**src/rtl/instruction_fetch_pkg.sv**
```systemverilog
// Shared opcodes, field positions and helpers for the fetch unit.
package instruction_fetch_pkg;

  localparam logic [3:0] OP_NOP  = 4'h0;
  localparam logic [3:0] OP_JMP  = 4'h1;
  localparam logic [3:0] OP_CALL = 4'h2;
  localparam logic [3:0] OP_RET  = 4'h3;

  localparam int INSN_OP_HI = 27;
  localparam int INSN_A_HI  = 23;
  localparam int INSN_A_LO  = 16;
  localparam int RAS_DEPTH  = 8;

  typedef enum logic [1:0] {
    F_SEQ,
    F_JMP,
    F_CALL,
    F_RET
  } flow_t;

  function automatic flow_t decode_flow(
    input logic [3:0] op
  );
    flow_t f;
    f = F_SEQ;
    unique case (op)
      OP_JMP:  f = F_JMP;
      OP_CALL: f = F_CALL;
      OP_RET:  f = F_RET;
      default: f = F_SEQ;
    endcase
    return f;
  endfunction

endpackage

```
**src/rtl/return_stack.sv**
```systemverilog
// Hardware return-address LIFO for CALL/RET.
// Pointer ranges 0..DEPTH; storage is unreset.
module return_stack #(
  parameter int W     = 16,
  parameter int DEPTH = 8
) (
  input  logic         clk,
  input  logic         rst_n,
  input  logic         push,
  input  logic         pop,
  input  logic [W-1:0] din,
  output logic [W-1:0] top,
  output logic         full,
  output logic         empty
);

  localparam int PW = $clog2(DEPTH) + 1;

  logic [PW-1:0] ptr;
  logic [W-1:0]  mem [DEPTH];
  logic [PW-2:0] widx;
  logic [PW-2:0] ridx;

  assign widx  = ptr[PW-2:0];
  assign ridx  = ptr[PW-2:0] - 1'b1;
  assign full  = (ptr == PW'(DEPTH));
  assign empty = (ptr == '0);
  assign top   = mem[ridx];

  always_ff @(posedge clk or negedge rst_n) begin
    if (!rst_n) begin
      ptr <= '0;
    end else if (push && !full) begin
      ptr <= ptr + 1'b1;
    end else if (pop && !empty) begin
      ptr <= ptr - 1'b1;
    end
  end

  always_ff @(posedge clk) begin
    if (push && !full) begin
      mem[widx] <= din;
    end
  end

endmodule

```
**src/rtl/instruction_fetch.sv**
```systemverilog
// Fetch stage: PC, ROM addressing, output register and
// local resolution of JMP/CALL/RET with a return stack.
module instruction_fetch
  import instruction_fetch_pkg::*;
#(
  parameter int ADDR_W      = 16,
  parameter int INSN_W      = 28,
  parameter int STACK_DEPTH = RAS_DEPTH
) (
  input  logic              Clock,
  input  logic              Reset,
  output logic [ADDR_W-1:0] oAddress,
  input  logic [INSN_W-1:0] iInstruction,
  input  logic              iStall,
  input  logic              iBranchTaken,
  input  logic [ADDR_W-1:0] iBranchTarget,
  output logic [INSN_W-1:0] oInstruction,
  output logic [ADDR_W-1:0] oPC,
  output logic              oValid,
  output logic              oStackOverflow,
  output logic              oStackUnderflow
);

  localparam logic [INSN_W-1:0] NOP_WORD =
    {OP_NOP, {(INSN_W-4){1'b0}}};

  logic [ADDR_W-1:0] pc_q, pc_n;
  logic [INSN_W-1:0] ins_q, ins_n;
  logic [ADDR_W-1:0] opc_q, opc_n;
  logic              val_q, val_n;
  logic              ovf_q, ovf_n;
  logic              unf_q, unf_n;

  logic              push, pop;
  logic              full, empty;
  logic [ADDR_W-1:0] top;
  logic [ADDR_W-1:0] pc_inc;
  logic [ADDR_W-1:0] tgt_a;
  flow_t             flow;

  assign pc_inc = pc_q + 1'b1;
  assign tgt_a  = ADDR_W'(iInstruction[INSN_A_HI:INSN_A_LO]);
  assign flow   = decode_flow(
    iInstruction[INSN_OP_HI -: 4]);

  return_stack #(
    .W     (ADDR_W),
    .DEPTH (STACK_DEPTH)
  ) u_ras (
    .clk   (Clock),
    .rst_n (Reset),
    .push  (push),
    .pop   (pop),
    .din   (pc_inc),
    .top   (top),
    .full  (full),
    .empty (empty)
  );

  // Branch and stall may coincide, so this is a priority chain.
  always_comb begin
    pc_n  = pc_q;
    ins_n = ins_q;
    opc_n = opc_q;
    val_n = val_q;
    ovf_n = ovf_q;
    unf_n = unf_q;
    push  = 1'b0;
    pop   = 1'b0;
    priority case (1'b1)
      iBranchTaken: begin
        pc_n  = iBranchTarget;
        val_n = 1'b0;
        ins_n = NOP_WORD;
      end
      iStall: begin
      end
      (flow == F_JMP): begin
        pc_n  = tgt_a;
        val_n = 1'b0;
        opc_n = pc_q;
      end
      (flow == F_CALL): begin
        pc_n  = tgt_a;
        val_n = 1'b0;
        push  = !full;
        if (full) ovf_n = 1'b1;
      end
      (flow == F_RET): begin
        val_n = 1'b0;
        pop   = !empty;
        if (empty) begin
          pc_n  = pc_inc;
          unf_n = 1'b1;
        end else begin
          pc_n  = top;
        end
      end
      default: begin
        ins_n = iInstruction;
        opc_n = pc_q;
        val_n = 1'b1;
        pc_n  = pc_inc;
      end
    endcase
  end

  always_ff @(posedge Clock or negedge Reset) begin
    if (!Reset) begin
      pc_q  <= '0;
      ins_q <= NOP_WORD;
      opc_q <= '0;
      val_q <= 1'b0;
      ovf_q <= 1'b0;
      unf_q <= 1'b0;
    end else begin
      pc_q  <= pc_n;
      ins_q <= ins_n;
      opc_q <= opc_n;
      val_q <= val_n;
      ovf_q <= ovf_n;
      unf_q <= unf_n;
    end
  end

  assign oAddress        = pc_q;
  assign oInstruction    = ins_q;
  assign oPC             = opc_q;
  assign oValid          = val_q;
  assign oStackOverflow  = ovf_q;
  assign oStackUnderflow = unf_q;

endmodule

```
**config.mk**
```make
export PLATFORM = sky130hd
export DESIGN_NAME = instruction_fetch
export DESIGN_NICKNAME = d
export VERILOG_FILES = /design/src/rtl/instruction_fetch_pkg.sv /design/src/rtl/return_stack.sv /design/src/rtl/instruction_fetch.sv
export SDC_FILE = /design/constraint.sdc
export NUM_CORES = 1
export LEC_CHECK = 0
export CAP_MARGIN = 20
export CORE_MARGIN = 10
export CORE_UTILIZATION = 55
export DETAILED_ROUTE_END_ITERATION = 12
export MAX_ROUTING_LAYER = met4
export PLACE_DENSITY_LB_ADDON = 0.3
export SLEW_MARGIN = 10
export SYNTH_ARGS = -nofsm -noshare
export SYNTH_HDL_FRONTEND = slang
export SYNTH_SLANG_ARGS = --single-unit
```
**constraint.sdc**
```tcl
create_clock -name Clock -period 3.9 [get_ports Clock]
set_input_delay 0.975 -clock Clock [delete_from_list [all_inputs] [get_ports Clock]]
set_output_delay 0.975 -clock Clock [all_outputs]
set_load 0.03 [all_outputs]
```
==> tab_implementation.tex, run 1 <==
\begin{tabular}{lr}
\hline
Metric & Value \\
\hline
\multicolumn{2}{l}{\textbf{Placed design}} \\
Gpl congestion & roughly 0.86 \\
IO buf count & 110 \\
Number of cells after detailed placement & 831 \\
Half-perimeter wire length after detailed placement & 13.6 mm \\
\multicolumn{2}{l}{\textbf{Route}} \\
Count of nets left with antenna violations after detail routing & 0 \\
Routed Wire Length & 20.2 mm \\
Per-cell routed wire length & 23.3 um \\
Detailed Route Iter0 Violations & roughly 770 \\
DR pass1 iterations & 5 \\
Via density per instance & 6.03 \\
Via count & 5207 \\
DRC & 0 \\
\multicolumn{2}{l}{\textbf{Synthesis}} \\
Post-synthesis cell area & 8100 sq um \\
Count of distinct cell types in the synthesized netlist & 46 \\
Synthesis warning total & 0 \\
Main flop type after synthesis & sky130\_fd\_sc\_hd\_\_edfxtp\_1 \\
Post-synthesis area per instance & between 15 and 20 sq um \\
Seq/Total Area, Yosys & 0.681 \\
Async S/R FF share, synth & 0.344 \\
Synthesized instance count & 540 \\
Most area-consuming cells after synthesis & sky130\_fd\_sc\_hd\_\_edfxtp\_1 47\%, sky130\_fd\_sc\_hd\_\_dfrtp\_1 21\%, sky130\_fd\_sc\_hd\_\_mux4\_2 7.8\% \\
Number of storage elements in the synthesis netlist & between 150 and 200 \\
Number of enable-type register cells in the synthesized netlist & around 130 \\
Yosys top cell area share & 0.474 \\
Cell taking the most area after synthesis & sky130\_fd\_sc\_hd\_\_edfxtp\_1 \\
Post-synth net total & 598 \\
\multicolumn{2}{l}{\textbf{STA}} \\
Max Clock Skew & 0.00904 ns \\
Part of the cycle the worst path needs & 0.866 \\
Setup-failing EPs final & 0 \\
Top achievable clock speed & 0.296 GHz \\
RSZ-0062 raised after global routing & false \\
Final Hold Violating Endpoints & 0 \\
Measured slew at the worst slew-check pin & $\sim$1 ns \\
Final TNS setup & 0 ns \\
Count of final max-slew check failures & 0 \\
Min cycle time layout & 3.38 ns \\
Hold Worst Slack & 0.491 ns \\
Slew HR & 0.334 \\
\multicolumn{2}{l}{\textbf{Floorplanning}} \\
Initial Utilization & 0.560 \\
Die Wd & 141 um \\
Area enclosed by the die boundary & 20000 sq um \\
Die H & 141 um \\
I/O pin cnt & 111 \\
Core Area & 14500 sq um \\
Site Rows & 44 \\
\multicolumn{2}{l}{\textbf{Worst setup path}} \\
Delay contributed by the slowest stage of the critical path & 0.43 ns \\
Data arrival time of the critical path & 3.73 ns \\
Class of the most critical setup path & in -> reg \\
Worst path slowest cell & sky130\_fd\_sc\_hd\_\_clkdlybuf4s50\_1 \\
Crit. End Element & flip-flop \\
Critical Path, Cell by Cell & clkdlybuf4s50\_1 -> nor2\_1 -> nand2\_1 -> inv\_1 -> ha\_1 -> nor4b\_2 -> o21ai\_1 -> ha\_1 -> a21o\_1 -> a21oi\_1 -> nand3\_1 -> o21ai\_1 -> xor2\_1 \\
Critical Path Source Type & primary input \\
Required arrival time at the worst endpoint & 4.25 ns \\
Worst-path maximum fanout & 5 \\
\multicolumn{2}{l}{\textbf{Clocking}} \\
Number of sinks on the clock net & 195 \\
Clock buffer count from CTS & 17 \\
Clock latency on the worst-skew pair & 0.43 ns \\
Clock transition at the registers of the reported paths & around 0.07 ns \\
Post-CTS Repair Setup Buffers & 0 \\
Buffer levels on the longest clock path & 2 \\
Total of cells resized after clock tree synthesis & 0 \\
Clock tree from TritonCTS & yes \\
Hold-fix buffers, CTS & 0 \\
CTS root buf & sky130\_fd\_sc\_hd\_\_clkbuf\_16 \\
H-tree lvl count & 4 \\
\multicolumn{2}{l}{\textbf{Global route}} \\
M2 GR Usage & 0.333 \\
Vias in the first global route & 5391 \\
GR met1 Demand/Resource & 0.266 \\
Initial antenna violation count & 0 \\
Layer with the highest usage after global routing & met2 \\
Pin count of the biggest net entering global routing & 68 \\
Global-route wire length before repair & 31.7 mm \\
Global routing usage summed across all routing layers & 0.211 \\
Total congestion overflow & 0 \\
Global routing met3 resource utilization & 0.0474 \\
\multicolumn{2}{l}{\textbf{Finish}} \\
Most used cells in the layout excluding fill and tap cells & 128 x sky130\_fd\_sc\_hd\_\_edfxtp\_1, 109 x sky130\_fd\_sc\_hd\_\_clkdlybuf4s50\_1, 80 x sky130\_fd\_sc\_hd\_\_nand2\_1, 66 x sky130\_fd\_sc\_hd\_\_dfrtp\_1 \\
Ratio of cells with drive above 1 in the final layout & 0.143 \\
Cell Count, Final, Fillers Out & 863 \\
Number of nets at the end of the flow & 724 \\
Most common cell after layout, fill and taps aside & sky130\_fd\_sc\_hd\_\_edfxtp\_1 \\
Combined area of the multi-input logic cells & about 2400 sq um \\
Antenna Cells & 0 \\
Filler Cells Inserted & 936 \\
Reg area & between 5000 and 6000 sq um \\
Layout overhead on the synthesized area & 24.7\% \\
\multicolumn{2}{l}{\textbf{Power and ir drop}} \\
Static leakage power & 3.80 nW \\
Total power draw & $\sim$6 mW \\
Worst ir drop on vdd & 0.389 mV \\
Power per Cell Area & just over 600 nW/um\^{}2 \\
\multicolumn{2}{l}{\textbf{Status}} \\
Status & complete, no violations \\
\multicolumn{2}{l}{\textbf{Min path}} \\
Type of the worst min-delay path & reg -> reg \\
\multicolumn{2}{l}{\textbf{Run}} \\
Maximum Capacitance Violations & 0 \\
\hline
\end{tabular}
flip-flops by register name (all words and copies together) (netlist names):
register	count
oAddress	16
oInstruction	28
oPC	16
oStackOverflow	1
oStackUnderflow	1
oValid	1
u_ras.mem	128
u_ras.ptr	4
critical path, delay by kind of cell:
kind                     cells  cell delay [ns]
AO/OA/AOI/OAI                4             0.73
XOR/XNOR                     1             0.17
adder cells (fa/ha/maj)      2             0.60
buffers and inverters        2             0.54
AND/OR/NAND/NOR              4             0.72
area by class of cell:
class / instances / share of cell area
tap: 184 / 0.0228
inverter: 8 / 0.00297
clock inverter: 12 / 0.0130
sequential: 195 / 0.546
clock buffer: 20 / 0.0452
timing repair buffer: 136 / 0.128
multi-input combinational: 308 / 0.242
logic make-up (layout without fill, tap and decap cells):
family                   after synthesis  after routing  synth area share
AO/OA/AOI/OAI                         86             86            0.0772
multiplexers                          46             46             0.102
flip-flops                           195            195             0.681
buffers and inverters                 37            176            0.0191
AND/OR/NAND/NOR                      147            147            0.0823
XOR/XNOR                              19             19            0.0215
adder cells (fa/ha/maj)               10             10            0.0164
metal layers:
metal  part of all wire  vias up
li1                   -     2310
met1               0.40     2667
met2               0.52      205
met3              0.065       25
met4              0.016        0
met5                  0        -
cell usage after synthesis (all sizes together) (3+ instances only):
library cell and instances:
nor2 20, o211ai 4, clkbuf 15, dfrtp 67, nor3 4, nand2 81, buf 14, o21ai 21
a22oi 6, nand4 8, nor2b 3, mux4 28, xor2 9, nand3 21, o221ai 5, ha 9
a211o 6, a21oi 9, inv 8, edfxtp 128, mux2i 3, xnor2 10, a22o 28, mux2 15
worst paths after layout:
path	from	to	slack [ns]	depth (start not counted)
max in group asynchronous	Reset	u_ras.ptr[0]	2.62	1
worst max register to register	u_ras.ptr[1]	oAddress[14]	1.25	7
worst min-delay path	oPC[9]	oPC[9]	0.49	1
worst min register to register	oPC[9]	oPC[9]	0.49	1
min in group asynchronous	Reset	oInstruction[7]	0.66	1
worst max-delay path	iInstruction[26]	u_ras.ptr[3]	0.52	13
where the power goes:
group	total [mW]	internal (mW)	leakage (nW)	switching (mW)
Sequential	2.48	2.35	2.01	0.126
Combinational	1.90	0.808	1.50	1.09
Clock	1.74	0.980	0.285	0.755
Total	6.11	4.14	3.80	1.97
stage by stage:
stage                     utilization  cell area, sq um  worst slack [ns]
after floorplan                     -              8100             0.308
after global placement          0.657              9520             0.306
after detailed placement        0.657              9520             0.120
after CTS                       0.698             10100             0.559
after global routing            0.698             10100             0.341
final                           0.698             10100             0.524
(Power assumes the default switching activity.)
==> run 2: changes to the inputs <==
--- a/config.mk
+++ b/config.mk
@@ -5,6 +5,7 @@
 export SDC_FILE = /design/constraint.sdc
 export NUM_CORES = 1
 export LEC_CHECK = 0
+export ABC_CLOCK_PERIOD_IN_PS = 3900
 export CAP_MARGIN = 20
 export CORE_MARGIN = 10
 export CORE_UTILIZATION = 55
==> results of run 2 <==
Same layout as run 1: the final DEF is identical, and so are final timing and power.
